`config.mk`:
```
export PLATFORM = sky130hd
export DESIGN_NAME = sequenciador_pc
export DESIGN_NICKNAME = d
export VERILOG_FILES = /design/src/rtl/sequenciador_pc.sv
export SDC_FILE = /design/constraint.sdc
export NUM_CORES = 1
export LEC_CHECK = 0
export BUFFER_PORTS_ARGS = -buffer_cell sky130_fd_sc_hd__buf_2
export CAP_MARGIN = 5
export CORE_ASPECT_RATIO = 1.1
export CORE_MARGIN = 2
export CORE_UTILIZATION = 40
export DETAILED_ROUTE_END_ITERATION = 7
export PLACE_DENSITY = 0.65
export REMOVE_ABC_BUFFERS = 1
export SLEW_MARGIN = 5
export SYNTH_ARGS = -nofsm -noshare
export SYNTH_HDL_FRONTEND = slang
export SYNTH_SLANG_ARGS = --single-unit
```
`constraint.sdc`:
```
create_clock -name clock -period 2.9 [get_ports clock]
set_input_delay 0.87 -clock clock [delete_from_list [all_inputs] [get_ports clock]]
set_output_delay 0.87 -clock clock [all_outputs]
set_load 0.03 [all_outputs]
```
`src/rtl/sequenciador_pc.sv`:
```
// Program-counter sequencer: fetch / wait / update loop, jal link register, halt and resume.
// Optional return stack enabled by defining PILHA_RETORNO_EN.
module sequenciador_pc #(
  parameter int                  LARGURA    = 9,
  parameter logic [LARGURA-1:0]  RESET_PC   = '0,
  parameter int                  PROF_PILHA = 4
) (
  input  logic               clock,
  input  logic               reset,
  input  logic               stall,
  input  logic               fim_instr,
  input  logic               on_controle,
  input  logic               jump,
  input  logic [LARGURA-1:0] endout,
  input  logic               jal,
  input  logic               retorno,
  input  logic               halt_req,
  input  logic               retomar,
  output logic [LARGURA-1:0] pc,
  output logic [LARGURA-1:0] pc_mais1,
  output logic               busca,
  output logic [LARGURA-1:0] link,
  output logic               parado,
  output logic [2:0]         estado
);

  typedef enum logic [2:0] {
    INICIO   = 3'd0,
    BUSCA    = 3'd1,
    ESPERA   = 3'd2,
    ATUALIZA = 3'd3,
    PARADO   = 3'd4
  } estado_t;

  estado_t            estado_q, estado_d;
  logic [LARGURA-1:0] pc_q, link_q, pc_novo_q, pc_novo_d;
  logic               busca_q, busca_d;
  logic               jal_q, halt_q;
  logic               evento_fim;

  assign evento_fim = (estado_q == ESPERA) && fim_instr;
  assign pc_mais1   = pc_q + LARGURA'(1);

  // State register.
  always_ff @(posedge clock) begin
    if (reset) estado_q <= INICIO;
    else       estado_q <= estado_d;
  end

  // Next-state logic.
  always_comb begin
    estado_d = estado_q;
    unique case (estado_q)
      INICIO:   estado_d = BUSCA;
      BUSCA:    if (!stall) estado_d = ESPERA;
      ESPERA:   if (fim_instr) estado_d = ATUALIZA;
      ATUALIZA: estado_d = halt_q ? PARADO : BUSCA;
      PARADO:   if (retomar) estado_d = BUSCA;
      default:  estado_d = INICIO;
    endcase
  end

  // Output logic; the fetch strobe is registered below, so it shows in the cycle after BUSCA.
  always_comb begin
    busca_d = (estado_q == BUSCA) && !stall;
    parado  = (estado_q == PARADO);
  end

`ifdef PILHA_RETORNO_EN
  localparam int CW = $clog2(PROF_PILHA + 1);

  logic [LARGURA-1:0] pilha [PROF_PILHA];
  logic [CW-1:0]      n_pilha;
  logic               pop_ok;
  logic               unused_jump;

  assign unused_jump = jump;
  assign pop_ok      = retorno && (n_pilha != '0);

  always_comb begin
    pc_novo_d = on_controle ? endout : pc_mais1;
    if (pop_ok) pc_novo_d = pilha[0];
  end

  // NOTE: stack storage is not reset; the occupancy counter alone decides which entries are valid.
  always_ff @(posedge clock) begin
    if (evento_fim) begin
      if (jal && pop_ok) begin
        pilha[0] <= pc_mais1;
      end else if (jal) begin
        for (int i = PROF_PILHA - 1; i > 0; i--) pilha[i] <= pilha[i-1];
        pilha[0] <= pc_mais1;
      end else if (pop_ok) begin
        for (int i = 0; i < PROF_PILHA - 1; i++) pilha[i] <= pilha[i+1];
      end
    end
  end

  always_ff @(posedge clock) begin
    if (reset) begin
      n_pilha <= '0;
    end else if (evento_fim) begin
      if (jal && !pop_ok && n_pilha != CW'(PROF_PILHA)) n_pilha <= n_pilha + CW'(1);
      else if (!jal && pop_ok)                          n_pilha <= n_pilha - CW'(1);
    end
  end
`else
  logic unused_entradas;

  assign unused_entradas = jump ^ retorno ^ (PROF_PILHA == 0);
  assign pc_novo_d       = on_controle ? endout : pc_mais1;
`endif

  // Datapath: pending latches captured at fim_instr, committed in ATUALIZA.
  always_ff @(posedge clock) begin
    if (reset) begin
      pc_q      <= RESET_PC;
      link_q    <= '0;
      busca_q   <= 1'b0;
      pc_novo_q <= '0;
      jal_q     <= 1'b0;
      halt_q    <= 1'b0;
    end else begin
      busca_q <= busca_d;
      if (evento_fim) begin
        pc_novo_q <= pc_novo_d;
        jal_q     <= jal;
        halt_q    <= halt_req;
      end
      if (estado_q == ATUALIZA) begin
        pc_q <= pc_novo_q;
        if (jal_q) link_q <= pc_mais1;
      end
    end
  end

  assign pc     = pc_q;
  assign link   = link_q;
  assign busca  = busca_q;
  assign estado = estado_q;

endmodule

```
==> flow_metrics.py, run 1 <==
metrics = {
    "floorplan": {
        "fp.dieH_um": 70.5,
        "io_pins": 51,
        "num_rows": 24,
        "fp.dieW_um": 64.4,
        "dieArea_mm2": 0.00454,
        "initial_core_util_pct": 41.2,
        "coreArea_mm2": 0.00390,
    },
    "yosys": {
        "netlist_instances": 184,
        "postSynth.asyncResetShare_pct": 0,
        "synth_seq_cells": 33,
        "synth_area_leader_cell": "dfxtp_1",
        "synth_xor_area_share_pct": 3.82,
        "ys_top_cells_by_area": "dfxtp_1, nand2_1, a211oi_2",
        "yosysSeqAreaShare_pct": 41.1,
        "ys.warnings.count": 0,
        "synth-compound-area-share_pct": 16.7,
        "syn_area_per_cell_um2": 8.73,
        "synth_edf_count": 0,
        "synthAdderAreaFrac_pct": 0.779,
        "synth_top_area_share_pct": 41.1,
        "synth.area.mux_share_pct": 3.74,
        "synth_area_mm2": 0.00161,
        "yosys.area_share.simple_pct": 25.2,
        "yosysMostFrequentCell": "nand2_1",
        "synth_commonest_cells": "nand2_1, dfxtp_1, a21oi_1",
        "ys_types": 36,
        "synth_top_family_by_area": "simple AND/OR/NAND/NOR gates",
        "ys.flop_type": "dfxtp_1",
    },
    "sta": {
        "tns_ns": 0,
        "setup_viol": 0,
        "final.setup_skew_ns": 0.00381,
        "fin_crit_sh_pct": 91.2,
        "fin_crit_ns": 2.65,
        "tightest_slew_ns": 0.459,
        "slew_headroom_pct": 69.4,
        "finalHoldViolCount": 0,
        "rsz0062_at_grt": "false",
        "fmax_ghz": 0.378,
        "drv_slew": 0,
    },
    "power": {
        "power.density_mw_per_mm2": 564,
        "cellLeakagePower_uw": 0.000810,
        "peakVddDrop_mv": 0.256,
        "p_total_uw": 1090,
    },
    "critical_path": {
        "cp-end-kind": "primary output",
        "cp_num_buf_inv": 2,
        "critPathMaxStageDelay_ns": 0.51,
        "worst-setup-path-type": "flop to primary output",
        "crit_fanout": 8,
        "crit_slowest_cell": "dfxtp_1",
        "arrival_ns": 1.78,
        "path_cells": "ha_1 -> nand3_1 -> xor2_1 -> inv_1 -> buf_2",
        "cp-start-kind": "flop",
        "worstPathRequired_ns": 2.03,
        "crit_family": "flip-flops",
    },
    "placement": {
        "portBuffers": 48,
        "gp_congestion": 0.760,
        "place_hpwl_um": 2400,
    },
    "clocking": {
        "clkSinkCount": 33,
        "cts_setup_buffers": 0,
        "cts_tree": "built",
        "clkTransAtPathRegs_ns": 0.07,
        "htreeDepth": 2,
        "root_buffer": "clkbuf_8",
        "insertion_delay_ns": 0.29,
        "numCtsBuffers": 5,
        "clockBufferDepth": 2,
        "cts-hold-fix-buffers": 0,
        "cts_resized": 0,
    },
    "route": {
        "wl_per_cell_um": 12.0,
        "vias_per_cell": 4.86,
        "wirelength_um": 3370,
        "vias": 1360,
        "drt_iter0_drc": 52,
        "dr.pass1.iters": 4,
        "route.antenna.remaining_nets": 0,
        "drc_errors": 0,
    },
    "cells_and_area": {
        "syn2layout_area_growth_pct": 20.6,
        "nets": 247,
        "seq_area_um2": 661,
        "diodes": 0,
        "fillers": 402,
        "drive_gt1_share_pct": 32.5,
        "final_util_pct": 49.6,
        "multi_input_area_um2": 807,
    },
    "run": {
        "max-cap-violations": 0,
    },
    "status": {
        "status": "finished, final reports clean",
    },
    "global_routing": {
        "grt_pass1_vias": 1311,
        "gr-usage-all-layers_pct": 16.8,
        "grt_max_degree": 19,
        "grt_overflow_total": 0,
        "grt_pass1_wl_um": 5930,
        "antenna_found_initial": 0,
    },
    "hold_path": {
        "hp-class": "flop to flop",
    },
}
[per-layer routing]
| metal | up-vias | track usage (%) | part of all wire [%] |
|---|---|---|---|
| li1 | 712 | - | - |
| met1 | 615 | 19.7 | 46 |
| met2 | 26 | 28.4 | 48 |
| met3 | 7 | 4.83 | 4.2 |
| met4 | 0 | 7.09 | 2.0 |
| met5 | - | 0 | 0 |
[power by group]
group / leakage (µW) / switching [µW] / internal (µW) / total, µW
Combinational: 0.000485 / 89.5 / 58.8 / 148
Sequential: 0.000266 / 28.7 / 471 / 500
Clock: 0.0000585 / 165 / 280 / 445
[registers in the layout, summed over array words and instances, names as in the netlist]
name       cells
halt_q         1
jal_q          1
pc_novo_q      9
pc             9
estado         3
link           9
busca          1
[layout by cell type, fill, tap and decap left out, types with 4 or more instances in the layout]
cell type / netlist / routed
nor2_1: 9 / 9
inv_1: 9 / 9
nand3_1: 8 / 8
buf_2: 5 / 48
xnor2_1: 5 / 5
mux2i_1: 6 / 6
a211oi_2: 7 / 7
nor2_2: 4 / 4
dfxtp_1: 33 / 33
nand2_1: 34 / 34
nor3_1: 7 / 7
clkbuf_8: 0 / 6
a21oi_1: 15 / 15
[per-stage QoR]
stage	instances	hold slack (ns)	instance area (µm²)	setup slack [ns]
global placement	272	0.440	1820	0.578
CTS	280	0.453	1940	0.250
global route	280	0.471	1940	0.124
finish	280	0.455	1940	0.255
detailed placement	272	0.443	1820	0.564
floorplan	170	0.426	1500	0.412
[area by class of cell]
| class | instances | share of cell area, % |
|---|---|---|
| inverter | 9 | 1.74 |
| clock buffer | 7 | 4.45 |
| multi-input combinational | 128 | 41.6 |
| clock inverter | 1 | 1.55 |
| tap | 52 | 3.36 |
| sequential | 33 | 34.1 |
| timing repair buffer | 50 | 13.2 |
[path summary, 6_finish.rpt]
check / from / end / slack, ns / cells after the start
setup / recovery: pc[0]$_SDFFE_PP0N_ / pc_mais1[6] / 0.25 / 5
hold / removal: pc_novo_q[4]$_SDFFE_PP0P_ / pc[4]$_SDFFE_PP0N_ / 0.45 / 2
setup reg to reg: estado[1]$_SDFFE_PP0P_ / link[1]$_SDFFE_PP0P_ / 1.09 / 4
hold reg to reg: pc_novo_q[4]$_SDFFE_PP0P_ / pc[4]$_SDFFE_PP0N_ / 0.45 / 2
[cell families (layout without fill, tap and decap cells)]
group                      count (synthesis)  in the layout
and+or+nand+nor                           78             78
AOI/OAI and AO/OA                         36             36
DFF                                       33             33
buffers and inverters                     23             67
xor gates and xnor gates                   7              7
muxes                                      6              6
adders and majority gates                  1              1
[worst register-to-register path: stages (launching register included)]
cell	delay, ns
dfxtp_1	0.54
and3b_1	0.50
and2_4	0.38
mux2i_1	0.23
nor2_1	0.05
Note: power is estimated with default switching activity, not from simulation.
==> run 2, diff against run 1 <==
- CORE_MARGIN: 2 -> not set
==> run 2 against run 1 <==
Worst setup slack improved by 0.028 ns. Worst hold slack barely moved. Die area fell by 5.9%. Critical path type unchanged. Clock power rose by 1%. Clock-buffer cell count fell by 1. Largest power group unchanged. Sequential share of layout area barely moved. Combinational power fell by 3%. Core utilization rose by 2.2 points. Sequential power barely moved. Via count rose by 1.3%. Design area barely moved.
==> flow_metrics.py, run 2 (synthesized netlist as in run 1, its figures left out) <==
metrics = {
    "route": {
        "vias_per_cell": 4.95,
        "wirelength_um": 3350,
        "dr.pass1.iters": 4,
        "drc_errors": 0,
        "drt_iter0_drc": 37,
        "route.antenna.remaining_nets": 0,
        "vias": 1377,
        "wl_per_cell_um": 12.0,
    },
    "critical_path": {
        "arrival_ns": 1.75,
        "worst-setup-path-type": "flop to primary output",
        "r2r-end": "link[1]$_SDFFE_PP0P_",
        "crit_fanout": 8,
        "crit_family": "flip-flops",
        "cp-startpoint": "pc[0]$_SDFFE_PP0N_",
        "cp-endpoint": "pc_mais1[6]",
        "rr_worst_depth": 4,
        "cp-end-kind": "primary output",
        "timing.rr.start": "estado[1]$_SDFFE_PP0P_",
        "cp-start-kind": "flop",
        "crit_slowest_cell": "dfxtp_1",
        "cp_num_buf_inv": 2,
        "r2r_slack_ns": 1.10,
        "path_cells": "ha_1 -> nand3_1 -> xor2_1 -> inv_1 -> buf_2",
        "path_depth": 5,
        "critPathMaxStageDelay_ns": 0.50,
        "worstPathRequired_ns": 2.03,
    },
    "cells_and_area": {
        "final_common_cell": "buf_2",
        "final_util_pct": 51.8,
        "diodes": 0,
        "syn2layout_area_growth_pct": 20.7,
        "nets": 247,
        "fin_cells": 278,
        "drive_gt1_share_pct": 32.9,
        "final_cell_area_mm2": 0.00194,
        "mostFrequentLayoutCells": "buf_2, nand2_1, dfxtp_1, a21oi_1",
    },
    "global_routing": {
        "use_met3_pct": 5.83,
        "globalRouteMet1Util_pct": 19.1,
        "grt_max_degree": 35,
        "gr-usage-all-layers_pct": 16.5,
        "grt-busiest-layer": "met2",
        "grt_pass1_wl_um": 5310,
        "grt_overflow_total": 0,
        "grt_pass1_vias": 1165,
        "grtUsageMet2_pct": 27.4,
        "antenna_found_initial": 0,
    },
    "placement": {
        "place_hpwl_um": 2320,
        "portBuffers": 48,
        "place_area_mm2": 0.00182,
        "dp.cells": 270,
        "gp_congestion": 0.724,
    },
    "floorplan": {
        "initial_core_util_pct": 42.9,
        "num_rows": 23,
        "fp.dieH_um": 68.5,
        "coreArea_mm2": 0.00374,
        "dieArea_mm2": 0.00427,
        "fp.dieW_um": 62.4,
        "io_pins": 51,
    },
    "power": {
        "power.density_mw_per_mm2": 565,
        "peakVddDrop_mv": 0.257,
        "cellLeakagePower_uw": 0.000808,
    },
    "clocking": {
        "root_buffer": "clkbuf_8",
        "cts_setup_buffers": 0,
        "numCtsBuffers": 5,
        "cts_resized": 0,
        "clkSinkCount": 33,
        "htreeDepth": 2,
        "clkTransAtPathRegs_ns": 0.07,
        "cts-hold-fix-buffers": 0,
        "clockBufferDepth": 2,
        "insertion_delay_ns": 0.29,
        "cts_tree": "built",
    },
    "sta": {
        "rsz0062_at_grt": "false",
        "finalHoldViolCount": 0,
        "fin_crit_sh_pct": 90.2,
        "tns_ns": 0,
        "fmax_ghz": 0.382,
        "slew_headroom_pct": 55.8,
        "tightest_slew_ns": 0.664,
        "setup_viol": 0,
        "hold_ws_ns": 0.455,
        "drv_slew": 0,
        "fin_crit_ns": 2.62,
        "final.setup_skew_ns": 0.00528,
    },
    "hold_path": {
        "hp-class": "flop to flop",
    },
    "run": {
        "max-cap-violations": 0,
    },
    "status": {
        "status": "finished, final reports clean",
    },
}
run 2: cell count changes in the layout (fill, tap and decap cells not counted):
cell and change:
clkbuf_1 -1, clkinvlp_4 +1
run 2: how the worst min path moves through the flow:
| stage | startpoint | endpoint | depth (start not counted) |
|---|---|---|---|
| 2_1_floorplan | pc_novo_q[6]$_SDFFE_PP0P_ | pc[6]$_SDFFE_PP0N_ | 2 |
| 3_3_place_gp | pc_novo_q[3]$_SDFFE_PP0P_ | pc[3]$_SDFFE_PP0N_ | 2 |
| 4_1_cts | pc_novo_q[2]$_SDFFE_PP0P_ | pc[2]$_SDFFE_PP0N_ | 2 |
| 5_1_grt | pc_novo_q[1]$_SDFFE_PP0P_ | pc[1]$_SDFFE_PP0N_ | 2 |
| 6_report | pc_novo_q[2]$_SDFFE_PP0P_ | pc[2]$_SDFFE_PP0N_ | 2 |
| 3_5_place_dp | pc_novo_q[1]$_SDFFE_PP0P_ | pc[1]$_SDFFE_PP0N_ | 2 |
run 2: worst register-to-register path: cells and delay by family, from the launching register on:
kind,cells,cell delay [ns]
flip-flops,1,0.54
AND/OR/NAND/NOR,3,0.91
multiplexers,1,0.22
run 2: power by group:
part | internal (µW) | switching (µW) | leakage, µW
registers | 471 | 30.5 | 0.000266
logic | 57.8 | 86.1 | 0.000485
clock network | 279 | 171 | 0.0000574
total | 808 | 288 | 0.000808
run 2: metrics by stage:
stage                     setup WS (ns)  total power (µW)
after global placement            0.573               657
after global routing              0.163              1140
after floorplan                   0.412               603
after detailed placement          0.556               656
after CTS                         0.234              1110
final                             0.283              1100
run 2: layout make-up:
type                    instances  area, µm²
fillers                       385       1800
repair buffers                 50        255
well taps                      50       62.6
multi-input cells             128        807
inverters                       9       33.8
clock buffers                   6       82.6
flip-flops and latches         33        661
clock inverters                 2       37.5
run 2: routing by layer:
metal	routed length [µm]	share of wire (%)	vias up
li1	-	-	712
met1	1630	49	622
met2	1500	45	38
met3	179	5.3	5
met4	40	1.2	0
met5	0	0	-
